$ cat src/rtl/reg_file_arbiter_if.sv
// reg_file_arbiter_if: requester ports A/B plus the register-file side of the arbiter.
interface reg_file_arbiter_if;
  logic       a_req, a_we, a_lock, a_gnt, a_rvalid;
  logic [3:0] a_reg;
  logic [7:0] a_wdata, a_rdata;
  logic       b_req, b_we, b_lock, b_gnt, b_rvalid;
  logic [3:0] b_reg;
  logic [7:0] b_wdata, b_rdata;
  logic [3:0] rf_reg_in;
  logic [7:0] rf_data_in, rf_data_out;
  logic       rf_write_ctrl;
  modport master (
    output a_req, a_we, a_lock, a_reg, a_wdata,
    output b_req, b_we, b_lock, b_reg, b_wdata,
    output rf_data_out,
    input  a_gnt, a_rdata, a_rvalid, b_gnt, b_rdata, b_rvalid,
    input  rf_reg_in, rf_data_in, rf_write_ctrl
  );
  modport slave (
    input  a_req, a_we, a_lock, a_reg, a_wdata,
    input  b_req, b_we, b_lock, b_reg, b_wdata,
    input  rf_data_out,
    output a_gnt, a_rdata, a_rvalid, b_gnt, b_rdata, b_rvalid,
    output rf_reg_in, rf_data_in, rf_write_ctrl
  );
endinterface

$ cat src/rtl/reg_file_arbiter.sv
// reg_file_arbiter: round-robin arbiter with bounded burst lock sharing a 16x8 register file.
module reg_file_arbiter #(
  parameter int MAX_BURST = 4
) (
  input logic              CLK,
  input logic              RESET,
  reg_file_arbiter_if.slave bus
);
  logic       r_last, r_lock_valid, r_lock_owner, r_a_rvalid, r_b_rvalid;
  logic [3:0] r_burst_cnt;
  logic [7:0] r_a_rdata, r_b_rdata;
  logic       w_a_hold, w_b_hold, w_gnt_a, w_gnt_b, w_any, w_lock, w_owner_req;
  // A lock holds the port until the burst is spent while the other side waits.
  always_comb begin
    w_a_hold    = r_lock_valid && !r_lock_owner && bus.a_req && (!bus.b_req || r_burst_cnt < 4'(MAX_BURST));
    w_b_hold    = r_lock_valid &&  r_lock_owner && bus.b_req && (!bus.a_req || r_burst_cnt < 4'(MAX_BURST));
    w_gnt_a     = !RESET && (w_a_hold || (!w_b_hold && bus.a_req && (!bus.b_req ||  r_last)));
    w_gnt_b     = !RESET && (w_b_hold || (!w_a_hold && bus.b_req && (!bus.a_req || !r_last)));
    w_any       = w_gnt_a || w_gnt_b;
    w_lock      = w_gnt_b ? bus.b_lock : bus.a_lock;
    w_owner_req = r_lock_owner ? bus.b_req : bus.a_req;
  end
  assign bus.a_gnt         = w_gnt_a;
  assign bus.b_gnt         = w_gnt_b;
  assign bus.a_rdata       = r_a_rdata;
  assign bus.b_rdata       = r_b_rdata;
  assign bus.a_rvalid      = r_a_rvalid;
  assign bus.b_rvalid      = r_b_rvalid;
  assign bus.rf_reg_in     = w_gnt_a ? bus.a_reg   : w_gnt_b ? bus.b_reg   : '0;
  assign bus.rf_data_in    = w_gnt_a ? bus.a_wdata : w_gnt_b ? bus.b_wdata : '0;
  assign bus.rf_write_ctrl = w_gnt_a ? bus.a_we    : w_gnt_b ? bus.b_we    : 1'b0;
  always_ff @(posedge CLK) begin
    if (RESET) begin
      r_last       <= 1'b1;
      r_lock_valid <= 1'b0;
      r_lock_owner <= 1'b0;
      r_burst_cnt  <= '0;
      r_a_rvalid   <= 1'b0;
      r_b_rvalid   <= 1'b0;
      r_a_rdata    <= '0;
      r_b_rdata    <= '0;
    end else begin
      r_a_rvalid <= w_gnt_a && !bus.a_we;
      r_b_rvalid <= w_gnt_b && !bus.b_we;
      if (w_gnt_a && !bus.a_we) r_a_rdata <= bus.rf_data_out;
      if (w_gnt_b && !bus.b_we) r_b_rdata <= bus.rf_data_out;
      if (w_any) r_last <= w_gnt_b;
      if (w_any && w_lock && r_lock_valid && r_lock_owner == w_gnt_b)
        r_burst_cnt <= r_burst_cnt + {3'b0, r_burst_cnt != 4'hf};
      else if (w_any && w_lock) begin
        r_lock_valid <= 1'b1;
        r_lock_owner <= w_gnt_b;
        r_burst_cnt  <= 4'd1;
      end else if (w_any || !w_owner_req) begin
        r_lock_valid <= 1'b0;
        r_burst_cnt  <= '0;
      end
    end
  end
endmodule

$ cat src/flat_wrapper.sv
// flat-port wrapper written by rule: the top's interface ports become plain ports
module reg_file_arbiter_flat 
#(
  parameter int MAX_BURST = 4
)
  (CLK, RESET, bus_a_req, bus_a_we, bus_a_lock, bus_a_reg, bus_a_wdata, bus_b_req, bus_b_we, bus_b_lock, bus_b_reg, bus_b_wdata, bus_rf_data_out, bus_a_gnt, bus_a_rdata, bus_a_rvalid, bus_b_gnt, bus_b_rdata, bus_b_rvalid, bus_rf_reg_in, bus_rf_data_in, bus_rf_write_ctrl);
  reg_file_arbiter_if bus_i ();
  input logic CLK;
  input logic RESET;
  input wire logic [$bits(bus_i.a_req)-1:0] bus_a_req;
  input wire logic [$bits(bus_i.a_we)-1:0] bus_a_we;
  input wire logic [$bits(bus_i.a_lock)-1:0] bus_a_lock;
  input wire logic [$bits(bus_i.a_reg)-1:0] bus_a_reg;
  input wire logic [$bits(bus_i.a_wdata)-1:0] bus_a_wdata;
  input wire logic [$bits(bus_i.b_req)-1:0] bus_b_req;
  input wire logic [$bits(bus_i.b_we)-1:0] bus_b_we;
  input wire logic [$bits(bus_i.b_lock)-1:0] bus_b_lock;
  input wire logic [$bits(bus_i.b_reg)-1:0] bus_b_reg;
  input wire logic [$bits(bus_i.b_wdata)-1:0] bus_b_wdata;
  input wire logic [$bits(bus_i.rf_data_out)-1:0] bus_rf_data_out;
  output wire logic [$bits(bus_i.a_gnt)-1:0] bus_a_gnt;
  output wire logic [$bits(bus_i.a_rdata)-1:0] bus_a_rdata;
  output wire logic [$bits(bus_i.a_rvalid)-1:0] bus_a_rvalid;
  output wire logic [$bits(bus_i.b_gnt)-1:0] bus_b_gnt;
  output wire logic [$bits(bus_i.b_rdata)-1:0] bus_b_rdata;
  output wire logic [$bits(bus_i.b_rvalid)-1:0] bus_b_rvalid;
  output wire logic [$bits(bus_i.rf_reg_in)-1:0] bus_rf_reg_in;
  output wire logic [$bits(bus_i.rf_data_in)-1:0] bus_rf_data_in;
  output wire logic [$bits(bus_i.rf_write_ctrl)-1:0] bus_rf_write_ctrl;
  assign bus_i.a_req = bus_a_req;
  assign bus_i.a_we = bus_a_we;
  assign bus_i.a_lock = bus_a_lock;
  assign bus_i.a_reg = bus_a_reg;
  assign bus_i.a_wdata = bus_a_wdata;
  assign bus_i.b_req = bus_b_req;
  assign bus_i.b_we = bus_b_we;
  assign bus_i.b_lock = bus_b_lock;
  assign bus_i.b_reg = bus_b_reg;
  assign bus_i.b_wdata = bus_b_wdata;
  assign bus_i.rf_data_out = bus_rf_data_out;
  assign bus_a_gnt = bus_i.a_gnt;
  assign bus_a_rdata = bus_i.a_rdata;
  assign bus_a_rvalid = bus_i.a_rvalid;
  assign bus_b_gnt = bus_i.b_gnt;
  assign bus_b_rdata = bus_i.b_rdata;
  assign bus_b_rvalid = bus_i.b_rvalid;
  assign bus_rf_reg_in = bus_i.rf_reg_in;
  assign bus_rf_data_in = bus_i.rf_data_in;
  assign bus_rf_write_ctrl = bus_i.rf_write_ctrl;
  reg_file_arbiter #(.MAX_BURST(MAX_BURST)) u_core (.CLK(CLK), .RESET(RESET), .bus(bus_i));
endmodule
$ cat config.mk
export PLATFORM = sky130hd
export DESIGN_NAME = reg_file_arbiter_flat
export DESIGN_NICKNAME = d
export VERILOG_FILES = /design/src/rtl/reg_file_arbiter_if.sv /design/src/rtl/reg_file_arbiter.sv /design/src/flat_wrapper.sv
export SDC_FILE = /design/constraint.sdc
export NUM_CORES = 1
export LEC_CHECK = 0
export ABC_AREA = 1
export BUFFER_PORTS_ARGS = -buffer_cell sky130_fd_sc_hd__buf_4
export CORE_MARGIN = 2
export CORE_UTILIZATION = 37
export CTS_CLUSTER_DIAMETER = 100
export DETAILED_ROUTE_END_ITERATION = 16
export GPL_TIMING_DRIVEN = 0
export PLACE_DENSITY = 0.82
export SYNTH_ARGS = -nofsm -noshare
export SYNTH_HDL_FRONTEND = slang
export SYNTH_SLANG_ARGS = --single-unit
$ cat constraint.sdc
create_clock -name CLK -period 1.35 [get_ports CLK]
set_input_delay 0.2025 -clock CLK [delete_from_list [all_inputs] [get_ports CLK]]
set_output_delay 0.2025 -clock CLK [all_outputs]
set_load 0.1 [all_outputs]
==> impl_results.md <==
- Root buf cell: clkbuf_4
- Global-route wire length before repair: ~7600 microns
- Final Worst Setup Slack: -787 ps
- Vias per inst: roughly 5.3
- Critical path peak fanout: 7
- Inserted Diodes: 0
- Starting Density: slightly below 40%
- CTS tree: built
- Fin nets: 302
- Largest area contributor in the netlist: dfxtp_1
- Yosys reg bits: 25
- RSZ-0062 raised after global routing: yes
- Post-synthesis cell type count: 27
- Total GRT Usage: ~29%
- Place WS: -390 ps
- Layout cells sized above 1: 72.6%
- Gpl congestion: ~0.76
- H-tree levels: 1
- Avg Cell Area, Syn: between 8 and 9 sq um
- DR iter-0 viols: between 70 and 80
- Maxcap violations: 0
- # IOs: 73
- Worst-Margin Slew: just under 600 ps
- Clock-pin slew of the registers on the worst-case setup and hold paths: 140 ps
- Num CTS Buffers: 3
- Cell Area, Synth: 1220 sq um
- DRC violation count after routing: 0
- CTS max path bufs: 2
- Largest net degree at the start of global routing: 14
- Syn Inst Count: between 100 and 150
- Failing checks: setup timing
- Total congestion overflow: 0
- Worst-Skew Late Latency: 330 ps
- Status: finished with violations
- Initial antenna violation count: 0
- Worst path arrival time: just under 2000 ps
- Hold WC Path Type: primary input to flop
- Period minus WS final: about 2100 ps
- Pre-antenna DRT Iters: 4
- Fin crit share: 158%
- FMAX: approximately 0.47 GHz
- DR WL/cell: 20.9 microns
- Synth top area share: 40.9%
- Via count: roughly 1,600
- Die height: around 61 microns
- Syn_nets: about 180
- Core Rows: 20
- Layout Cells excl Fill: around 300
- Max Slew Vio Count: 0
- Worst Path Required: between 1000 and 1500 ps
- Die area: between 3000 and 4000 sq um
- VDD IR-drop max: about 0.7 mV
- Layout Utilization: between 80% and 90%
- Fin. Hold Viols: 0
- Leak: approximately 0.0014 uW
- CTS Hold Bufs: 0
- Synth top area cells: dfxtp_1 41%, o21ai_2 9.3%, a22o_1 8.6%
- Power Density: approximately 900 nW/um^2
- Slew headroom: 60.5%
- Wirelength, routed: between 6000 and 7000 microns
- DP Wirelength: ~2700 microns
- Synth-to-layout area growth: 125%
- CTS sink count: 25
- Setup CP Type: flop to output port
- Core box area: 3100 sq um
- Yosys warns: 0
- Hold_ws: about 120 ps
- Vias in the first global route: between 1,500 and 2,000
- Final antenna-violating net count: 0
- Startpoint Class: flop
- Die span in x: 61.5 microns
- Cell count after placement: roughly 260
- Design Power: 2480 uW
- Final setup fails: 40
- Post-synthesis sequential area ratio: between 40 and 50%
- Clock skew: 3.38 ps
- I/O Buffers: between 70 and 80
- Crit. End Element: output port
-- flip-flops by register name (all words and copies together) (netlist names) --
name,count
u_core.bus.a_rdata,8
u_core.bus.a_rvalid,1
u_core.bus.b_rdata,8
u_core.bus.b_rvalid,1
u_core.r_burst_cnt,4
u_core.r_last,1
u_core.r_lock_owner,1
u_core.r_lock_valid,1
-- timing repair --
action                     CTS  global route
setup endpoints to repair   30            40
pin swaps                   14             9
buffers inserted            31             8
gates resized for setup     70            32
cloned                       4             0
-- worst paths after layout --
| path | start | end | slack [ps] | cells past startpoint |
|---|---|---|---|---|
| worst min register to register | u_core.bus.b_rdata[5] | u_core.bus.b_rdata[5] | 480 | 2 |
| worst max register to register | u_core.r_lock_owner | u_core.r_burst_cnt[2] | -780 | 17 |
| worst min-delay path | bus_rf_data_out[5] | u_core.bus.b_rdata[5] | 120 | 3 |
| worst max-delay path | u_core.r_lock_owner | bus_rf_data_in[5] | -790 | 10 |
-- logic make-up (layout without fill, tap and decap cells) --
family	after synthesis	in the layout	synth area share, %
AND/OR/NAND/NOR	50	50	20.6
AO/OA/AOI/OAI	35	35	22.6
buffers and inverters	28	145	12.4
flip-flops	25	25	40.9
adder cells (fa/ha/maj)	2	2	2.05
XOR/XNOR	2	2	1.43
-- area by class of cell --
class / count / area (sq um)
buffer: 6 / 78.8
clock buffer: 4 / 26.3
fill: 126 / 355
inverter: 22 / 105
multi-input combinational: 89 / 812
sequential: 25 / 508
tap: 44 / 55.1
timing repair buffer: 113 / 1160
-- cells in the final DEF, fill, tap and decap left out, types with 2 or more instances in the layout --
master and instances:
inv_1 16, buf_4 85, clkbuf_4 3, dfxtp_2 3, buf_12 16, nand3_2 8, buf_8 2, nand2_4 8
a22o_4 12, a21boi_0 2, nor2_2 3, nand3_1 11, nand2_1 5, buf_16 4, nor2_4 2, dfxtp_1 21
nor2_1 3, ha_1 2, inv_2 3, nand2_2 8, o21ai_1 5, buf_6 9, o21ai_2 13
-- through the flow --
| stage | TNS, ps | cell area, sq um |
|---|---|---|
| finish | -23550 | 2750 |
| global route | -25760 | 2750 |
| CTS | -15880 | 2590 |
| detailed placement | -5870 | 1940 |
| global placement | -5520 | 1940 |
| floorplan | -2550 | 1350 |
-- worst max-delay path, cell delays in order, from the launching register on --
cell      delay, ps
dfxtp_4         410
nand2_2          60
nor2_2          140
nand2_2          90
nand2_2          90
nand2_4          60
nand2_4          90
clkinv_8         90
buf_12          150
a22o_4          260
buf_12          170
-- power by group --
part | total, uW | switching (uW) | internal, uW
Combinational | 1320 | 806 | 516
Clock | 347 | 231 | 116
Sequential | 809 | 30.9 | 778
-- cells in the mapped netlist --
cell,number
inv_1,18
o21ai_1,3
nand3_1,18
nor2_4,1
buf_8,2
a21boi_0,2
ha_1,2
dfxtp_1,25
inv_6,1
o211ai_1,1
a22o_1,12
buf_2,1
buf_6,2
xor2_1,1
nand2_2,4
inv_4,1
nand2_1,16
a21oi_1,1
nor2_1,7
xnor2_1,1
o21ai_2,13
clkbuf_1,1
nand4_1,1
nand2_4,2
nand3_2,1
inv_2,2
o21ai_0,3
-- routing by layer --
layer / track usage, % / vias up / wire length, microns
met5: 0 / - / 0
met4: 16.1 / 0 / 298
met3: 8.40 / 27 / 653
met2: 48.7 / 122 / 2940
met1: 31.7 / 750 / 2430
li1: - / 711 / -
Power figures use the tool's default switching activity.
